<file path="src/rtl/uart_rx_frame_ctrl.sv">
// Frames UART bytes (header, length, payload, checksum) into a checked payload buffer.
// Latency: frame_valid / err_* one cycle after the deciding rx_done; rd_data one cycle after rd_addr.
// No backpressure: bytes arriving while a frame is held are dropped and flagged as overrun.
module uart_rx_frame_ctrl #(
  parameter logic [7:0] HEADER      = 8'hA5,
  parameter int         MAX_LEN     = 16,
  parameter int         TIMEOUT_CYC = 13020
) (
  input  logic       sysclk,
  input  logic       rst,
  input  logic [7:0] rx_data,
  input  logic       rx_done,
  output logic       frame_valid,
  output logic [7:0] frame_len,
  input  logic [7:0] rd_addr,
  output logic [7:0] rd_data,
  input  logic       frame_ack,
  output logic       busy,
  output logic       err_chk,
  output logic       err_len,
  output logic       err_timeout,
  output logic       err_overrun
);

  localparam int          AW      = (MAX_LEN > 1) ? $clog2(MAX_LEN) : 1;
  localparam logic [7:0]  MAX_L8  = 8'(MAX_LEN);
  localparam logic [15:0] TO_LAST = 16'(TIMEOUT_CYC - 1);

  typedef enum logic [2:0] {IDLE, LEN, PAYLOAD, CHK, HOLD} state_t;

  state_t      state_q, state_d;
  logic [7:0]  len_q;
  logic [7:0]  sum_q;
  logic [7:0]  idx_q;
  logic [15:0] to_cnt_q;
  logic [7:0]  pay_mem [0:MAX_LEN-1];

  logic timed, to_fire;
  logic load_len, pay_we, set_vld, clr_vld;
  logic e_chk, e_len, e_ovr;

  assign timed = (state_q == LEN) || (state_q == PAYLOAD) || (state_q == CHK);
  // A byte landing on the final count wins over the timeout.
  assign to_fire = timed && !rx_done && (to_cnt_q == TO_LAST);
  assign busy    = (state_q != IDLE);

  always_comb begin
    state_d  = state_q;
    load_len = 1'b0;
    pay_we   = 1'b0;
    set_vld  = 1'b0;
    clr_vld  = 1'b0;
    e_chk    = 1'b0;
    e_len    = 1'b0;
    e_ovr    = 1'b0;
    case (state_q)
      IDLE: begin
        if (rx_done && rx_data == HEADER) state_d = LEN;
      end
      LEN: begin
        if (rx_done) begin
          if (rx_data != 8'd0 && rx_data <= MAX_L8) begin
            load_len = 1'b1;
            state_d  = PAYLOAD;
          end else begin
            e_len   = 1'b1;
            state_d = IDLE;
          end
        end else if (to_fire) begin
          state_d = IDLE;
        end
      end
      PAYLOAD: begin
        if (rx_done) begin
          pay_we = 1'b1;
          if (idx_q == len_q - 8'd1) state_d = CHK;
        end else if (to_fire) begin
          state_d = IDLE;
        end
      end
      CHK: begin
        if (rx_done) begin
          if (rx_data == sum_q) begin
            set_vld = 1'b1;
            state_d = HOLD;
          end else begin
            e_chk   = 1'b1;
            state_d = IDLE;
          end
        end else if (to_fire) begin
          state_d = IDLE;
        end
      end
      HOLD: begin
        e_ovr = rx_done;
        if (frame_ack) begin
          clr_vld = 1'b1;
          state_d = IDLE;
        end
      end
      default: state_d = IDLE;
    endcase
  end

  always_ff @(posedge sysclk or posedge rst) begin
    if (rst) begin
      state_q     <= IDLE;
      len_q       <= 8'd0;
      sum_q       <= 8'd0;
      idx_q       <= 8'd0;
      to_cnt_q    <= 16'd0;
      frame_valid <= 1'b0;
      frame_len   <= 8'd0;
      rd_data     <= 8'd0;
      err_chk     <= 1'b0;
      err_len     <= 1'b0;
      err_timeout <= 1'b0;
      err_overrun <= 1'b0;
    end else begin
      state_q <= state_d;
      if (load_len) begin
        len_q <= rx_data;
        sum_q <= rx_data;
        idx_q <= 8'd0;
      end else if (pay_we) begin
        sum_q <= sum_q + rx_data;
        idx_q <= idx_q + 8'd1;
      end
      if (rx_done || !timed) to_cnt_q <= 16'd0;
      else                   to_cnt_q <= to_cnt_q + 16'd1;
      if (set_vld) begin
        frame_valid <= 1'b1;
        frame_len   <= len_q;
      end else if (clr_vld) begin
        frame_valid <= 1'b0;
      end
      // frame_len never exceeds MAX_LEN, so an in-range address also fits the buffer.
      if (rd_addr < frame_len) rd_data <= pay_mem[rd_addr[AW-1:0]];
      else                     rd_data <= 8'd0;
      err_chk     <= e_chk;
      err_len     <= e_len;
      err_timeout <= to_fire;
      err_overrun <= e_ovr;
    end
  end

  always_ff @(posedge sysclk) begin
    if (pay_we) pay_mem[idx_q[AW-1:0]] <= rx_data;
  end

endmodule

</file>
<file path="config.mk">
export PLATFORM = sky130hd
export DESIGN_NAME = uart_rx_frame_ctrl
export DESIGN_NICKNAME = d
export VERILOG_FILES = /design/src/rtl/uart_rx_frame_ctrl.sv
export SDC_FILE = /design/constraint.sdc
export NUM_CORES = 1
export LEC_CHECK = 0
export CAP_MARGIN = 20
export CELL_PAD_IN_SITES_DETAIL_PLACEMENT = 0
export CELL_PAD_IN_SITES_GLOBAL_PLACEMENT = 1
export CORE_MARGIN = 4
export CORE_UTILIZATION = 55
export DETAILED_ROUTE_END_ITERATION = 16
export HOLD_SLACK_MARGIN = 0.03
export PLACE_DENSITY = 0.83
export SLEW_MARGIN = 20
export SYNTH_ARGS = -nofsm -noshare
export SYNTH_HDL_FRONTEND = slang
export SYNTH_SLANG_ARGS = --single-unit
</file>
<file path="constraint.sdc">
create_clock -name sysclk -period 4.7 [get_ports sysclk]
set_clock_uncertainty 0.2 [all_clocks]
set_input_delay 0.705 -clock sysclk [delete_from_list [all_inputs] [get_ports sysclk]]
set_output_delay 0.705 -clock sysclk [all_outputs]
set_load 0.02 [all_outputs]
</file>
==> flow_summary.toml, run 1 <==
[run_status]
status = "finished clean"

[yosys]
yosys_warnings = 0
yosysUniqueCellTypes = 48
synth_area_leaders = "edfxtp_1 46%, dfrtp_1 19%, mux4_2 7.3%"
synth_top_area_cell = "edfxtp_1"
syn_area_per_cell_um2 = 15.08
syn-num-nets = 596
synth_cells = 555
synth.top_cell.area_share = 0.4592
synth_area_um2 = 8371
synth_seq_area_share = 0.6505
ys_seq_elements = 192

[sta]
holdWs_ns = 0.2579
fin_crit_ns = 3.264
tightestPinTransition_ns = 0.8629
fin_crit_sh = 0.6946
setup_tns_ns = 0
slew_viol_final = 0
hold_violations = 0
fmax_mhz = 306.3
rsz0062_at_grt = "no"
max_slew_margin = 0.4230
fin_ws_ns = 1.436
setup_viol = 0

[global_routing]
grt_max_degree = 46
grt_pass1_wl_mm = 29.28
antenna_found_initial = 0
gr-total-overflow = 0
gr-usage-all-layers = 0.2247
grt_pass1_vias = 5018

[min_path]
hold_class = "reg2reg"
hp-start = "to_cnt_q[0]"

[clocking]
clk_latency_ns = 0.44
cts_buffers = 17
cts.sinks = 192
clk_path_buf_depth = 2
htree_levels = 4
post-cts-setup-buffers = 0
tritoncts = "done"
cts_root_buffer = "clkbuf_16"
cts_resized = 0
clkTransAtPathRegs_ns = 0.07
holdBufCountCts = 0

[drt]
ant_nets = 0
drc = 0
firstDrtPassIters = 5
vias = 4969
drt_iter0_drc = 400
drt_wl_total_mm = 18.53
avgViaCountPerCell = 6.023
routedWlPerCell_um = 22.46

[critical_path]
startpoint = "rx_data[1]"
crit_path_end_kind = "register"
r2r_end = "pay_mem[12][5]"
rr_worst_depth = 4
criticalPathCategory = "in2reg"
required_ns = 4.84
worstPathMaxFanout = 21
r2r_start = "state_q[1]"
cp-endpoint = "sum_q[6]"
arrival_ns = 3.41
r2r_slack_ns = 2.04
cp-start-kind = "input port"

[final_layout]
final_common_cell = "edfxtp_1"
final_util = 0.6616
drive_gt1_frac = 0.1591
syn_to_final_growth_pct = 16.17
final_cell_mix = "128 x edfxtp_1, 64 x dfrtp_1, 44 x nor2_1, 41 x nand2_1, 40 x clkdlybuf4s50_1"
diodes = 0
nNetsFinal = 669
fin_area_um2 = 9724

[power_and_ir_drop]
p_leak_nw = 3.597
power_density_nw_per_um2 = 440.3
peakVddDrop_mv = 0.2848

[place]
place_ws_ns = 1.019
dp_hpwl_mm = 12.71
io_buffers = 41
post_dp_cell_area_um2 = 9139
routabilityCongestion = 0.8323

[flow_run]
cap_violations = 0

[floorplanning]
core_um2 = 14700
dieArea_um2 = 17260
rows = 44
ioPinCount = 42
die_w_um = 131.4
die_height_um = 131.4
start_util = 0.5695
cells in the mapped netlist (all sizes together):
cell type / n
o41ai: 1
a21o: 1
nor4b: 1
nand4b: 1
o21a: 2
mux2: 4
or3: 8
fa: 1
nand4: 7
xor2: 16
nor2b: 15
dfrtp: 64
a21boi: 1
or2: 1
nor2: 44
buf: 7
o211ai: 3
nor4: 8
o31ai: 2
a311oi: 1
xnor2: 15
edfxtp: 128
nand2b: 7
or4b: 1
nor3: 11
nand3: 14
a21oi: 15
o21ai: 26
clkbuf: 13
a32o: 1
a22oi: 1
nor3b: 4
nor4bb: 1
o311ai: 1
o41a: 1
mux4: 40
ha: 20
inv: 22
and3: 4
nand2: 41
nand4bb: 1
kinds of logic (layout without fill, tap and decap cells):
kind of cell    after synthesis  in the layout  share of synthesized area
buf+inv                      42            128                    0.02436
simple gates                169            169                     0.1024
flops                       192            192                     0.6505
fa+ha+maj                    21             21                    0.03229
compound gates               56             56                    0.03916
xor+xnor                     31             31                    0.03244
mux                          44             44                     0.1188
layout make-up:
class | count | area, um2
clock inverter | 15 | 158.9
timing repair buffer | 74 | 653.1
inverter | 22 | 83.83
multi-input combinational | 321 | 2728
clock buffer | 17 | 425.4
sequential | 192 | 5445
tap | 184 | 230.2
fill | 1035 | 4975
metal layers:
layer	global-route usage	up-vias	wire length (um)
met5	0	-	0
met4	0.07818	0	418
met3	0.04778	33	958
met2	0.3609	162	9269
met1	0.3101	2535	7886
li1	-	2239	-
how the worst min path moves through the flow:
| stage | depth (start not counted) | end |
|---|---|---|
| final | 1 | to_cnt_q[0] |
| after global routing | 1 | to_cnt_q[0] |
| after CTS | 1 | to_cnt_q[0] |
| after detailed placement | 1 | to_cnt_q[0] |
| after global placement | 1 | to_cnt_q[0] |
| after floorplan | 1 | to_cnt_q[0] |
critical path: stages:
cell             delay [ns]
clkdlybuf4s50_1        1.03
inv_1                  0.16
fa_1                   0.49
nor2b_1                0.17
o21ai_0                0.12
a21boi_0               0.27
o21a_1                 0.18
nor3_1                 0.05
o31ai_1                0.21
stage by stage:
step	total power (W)	instances
floorplan	0.002623	555
global placement	0.002856	793
detailed placement	0.002886	793
CTS	0.004307	825
global route	0.004488	825
finish	0.004281	825
sequential cells by signal, indices dropped and copies added (netlist names), 3 cells and up:
signal,cells
rd_data,8
idx_q,8
frame_len,8
sum_q,8
pay_mem,128
len_q,8
state_q,3
to_cnt_q,16
power by group:
part	total [W]	switching (W)	internal, W	leakage [nW]
sequential	0.00210	0.000144	0.00195	2.00
combinational	0.000759	0.000424	0.000335	1.31
clock	0.00143	0.000670	0.000757	0.286
(Power assumes the default switching activity.)
==> run 2, diff against run 1 <==
Settings changed: CORE_UTILIZATION 55 to 51, PLACE_DENSITY 0.83 to 0.78.
Clock period 4.7 ns to 3.1 ns, I/O delays scaled along.
==> run 2 against run 1 <==
Against the previous run:
- combinational power up 58%
- clock power rose by 49%
- critical path depth fell by 7
- critical endpoint is now busy
==> flow_summary.toml, run 2 (synthesis gave the netlist of run 1 again) <==
[floorplanning]
die_w_um = 136.1
rows = 46
start_util = 0.5231
die_height_um = 136.1
ioPinCount = 42
core_um2 = 16000
dieArea_um2 = 18530

[sta]
fin_crit_sh = 0.8270
fin_crit_ns = 2.564
setup_viol = 0
rsz0062_at_grt = "no"
hold_violations = 0
tightestPinTransition_ns = 0.7768
setup_tns_ns = 0
slew_viol_final = 0
fmax_mhz = 390.1
max_slew_margin = 0.4814

[critical_path]
r2r_slack_ns = 0.62
critPathMaxStageDelay_ns = 0.55
required_ns = 2.43
crit_chain = "or3_1, clkdlybuf4s50_1"
cp-start-kind = "register"
cp_slowest_cell = "clkdlybuf4s50_1"
crit_buf_inv = 1
arrival_ns = 1.90
crit_family = "buffers and inverters"
crit_path_end_kind = "output pin"
worstPathMaxFanout = 11
criticalPathCategory = "reg2out"

[clocking]
cts.sinks = 192
clk_latency_ns = 0.44
holdBufCountCts = 0
clk_path_buf_depth = 2
cts_resized = 0
tritoncts = "done"
clkTransAtPathRegs_ns = 0.07
htree_levels = 4
cts_root_buffer = "clkbuf_16"
post-cts-setup-buffers = 0
cts_buffers = 17

[power_and_ir_drop]
power_density_nw_per_um2 = 657.2
peakVddDrop_mv = 0.4379
p_leak_nw = 3.687

[final_layout]
fin_area_um2 = 9911
drive_gt1_frac = 0.1793
final_common_cell = "edfxtp_1"
ff_latch_area_um2 = 5445
syn_to_final_growth_pct = 18.40
fillers = 1211
final_cell_mix = "128 x edfxtp_1, 64 x dfrtp_1, 48 x buf_4, 44 x nor2_1, 41 x nand2_1"
multi_input_area_um2 = 2728
diodes = 0
largest_register_ffs = 128
nNetsFinal = 686

[place]
dp_hpwl_mm = 12.57
routabilityCongestion = 0.8151
io_buffers = 41
post_dp_cell_area_um2 = 9331

[drt]
firstDrtPassIters = 5
drt_iter0_drc = 422
drt_wl_total_mm = 18.42
vias = 4942
ant_nets = 0
avgViaCountPerCell = 5.654
drc = 0
routedWlPerCell_um = 21.08

[global_routing]
antenna_found_initial = 1
grt_util_met3 = 0.04071
grt_busiest_layer = "met2"
grt_pass1_wl_mm = 28.75
gr-usage-all-layers = 0.2112
met2_usage = 0.3495
met1_usage = 0.2891
gr-total-overflow = 0
grt_pass1_vias = 5029
grt_max_degree = 34

[min_path]
hold_class = "reg2reg"

[flow_run]
cap_violations = 0

[run_status]
status = "finished clean"
==> run 2: changes by cell type in the layout (fill, tap and decap cells not counted), sizes merged <==
cell / delta
clkinv: +3
buf: +17
inv: -2
clkinvlp: -1
==> run 2: worst paths after layout <==
check / cells after the start / startpoint / to
worst max register to register: 8 / sum_q[2] / frame_len[3]
worst min-delay path: 1 / to_cnt_q[0] / to_cnt_q[0]
max in group asynchronous: 3 / rst / sum_q[1]
min in group asynchronous: 2 / rst / frame_len[6]
worst max-delay path: 2 / state_q[1] / busy
worst min register to register: 1 / to_cnt_q[0] / to_cnt_q[0]
==> run 2: metrics by stage <==
| stage | std cells | total power, W | hold slack, ns | util | setup WS [ns] |
|---|---|---|---|---|---|
| floorplan | 555 | 0.003977 | 0.2329 | - | 0.6933 |
| global placement | 842 | 0.004391 | 0.2482 | 0.5832 | 0.1333 |
| detailed placement | 842 | 0.004427 | 0.2537 | 0.5832 | 0.06083 |
| CTS | 874 | 0.006553 | 0.2633 | 0.6194 | 0.5237 |
| global route | 874 | 0.006832 | 0.3121 | 0.6194 | 0.4059 |
| finish | 874 | 0.006514 | 0.2599 | 0.6194 | 0.5364 |
==> run 2: cell type report <==
cell class / count / area share
inverter: 22 / 0.008332
tap: 216 / 0.02727
timing repair buffer: 91 / 0.08130
sequential: 192 / 0.5494
clock inverter: 15 / 0.01553
clock buffer: 17 / 0.04292
multi-input combinational: 321 / 0.2752
==> run 2: power breakdown <==
| group | switching [W] | internal [W] |
|---|---|---|
| Sequential | 0.000219 | 0.00296 |
| Combinational | 0.000661 | 0.000542 |
| Clock | 0.00100 | 0.00113 |
| Total | 0.00188 | 0.00463 |
==> run 2: worst register-to-register path, cell delays in order, from the launching register on <==
cell and delay [ns]:
dfrtp_1 0.41, ha_1 0.35, nor4_1 0.29, nand2_1 0.09, nor4_1 0.25, buf_4 0.18, nand4_1 0.10, buf_4 0.22
mux2_2 0.28
==> run 2: per-layer routing <==
metal | vias up | routed length, um
met5 | - | 0
met4 | 0 | 279
met3 | 23 | 797
met2 | 125 | 9400
met1 | 2530 | 7945
li1 | 2264 | -
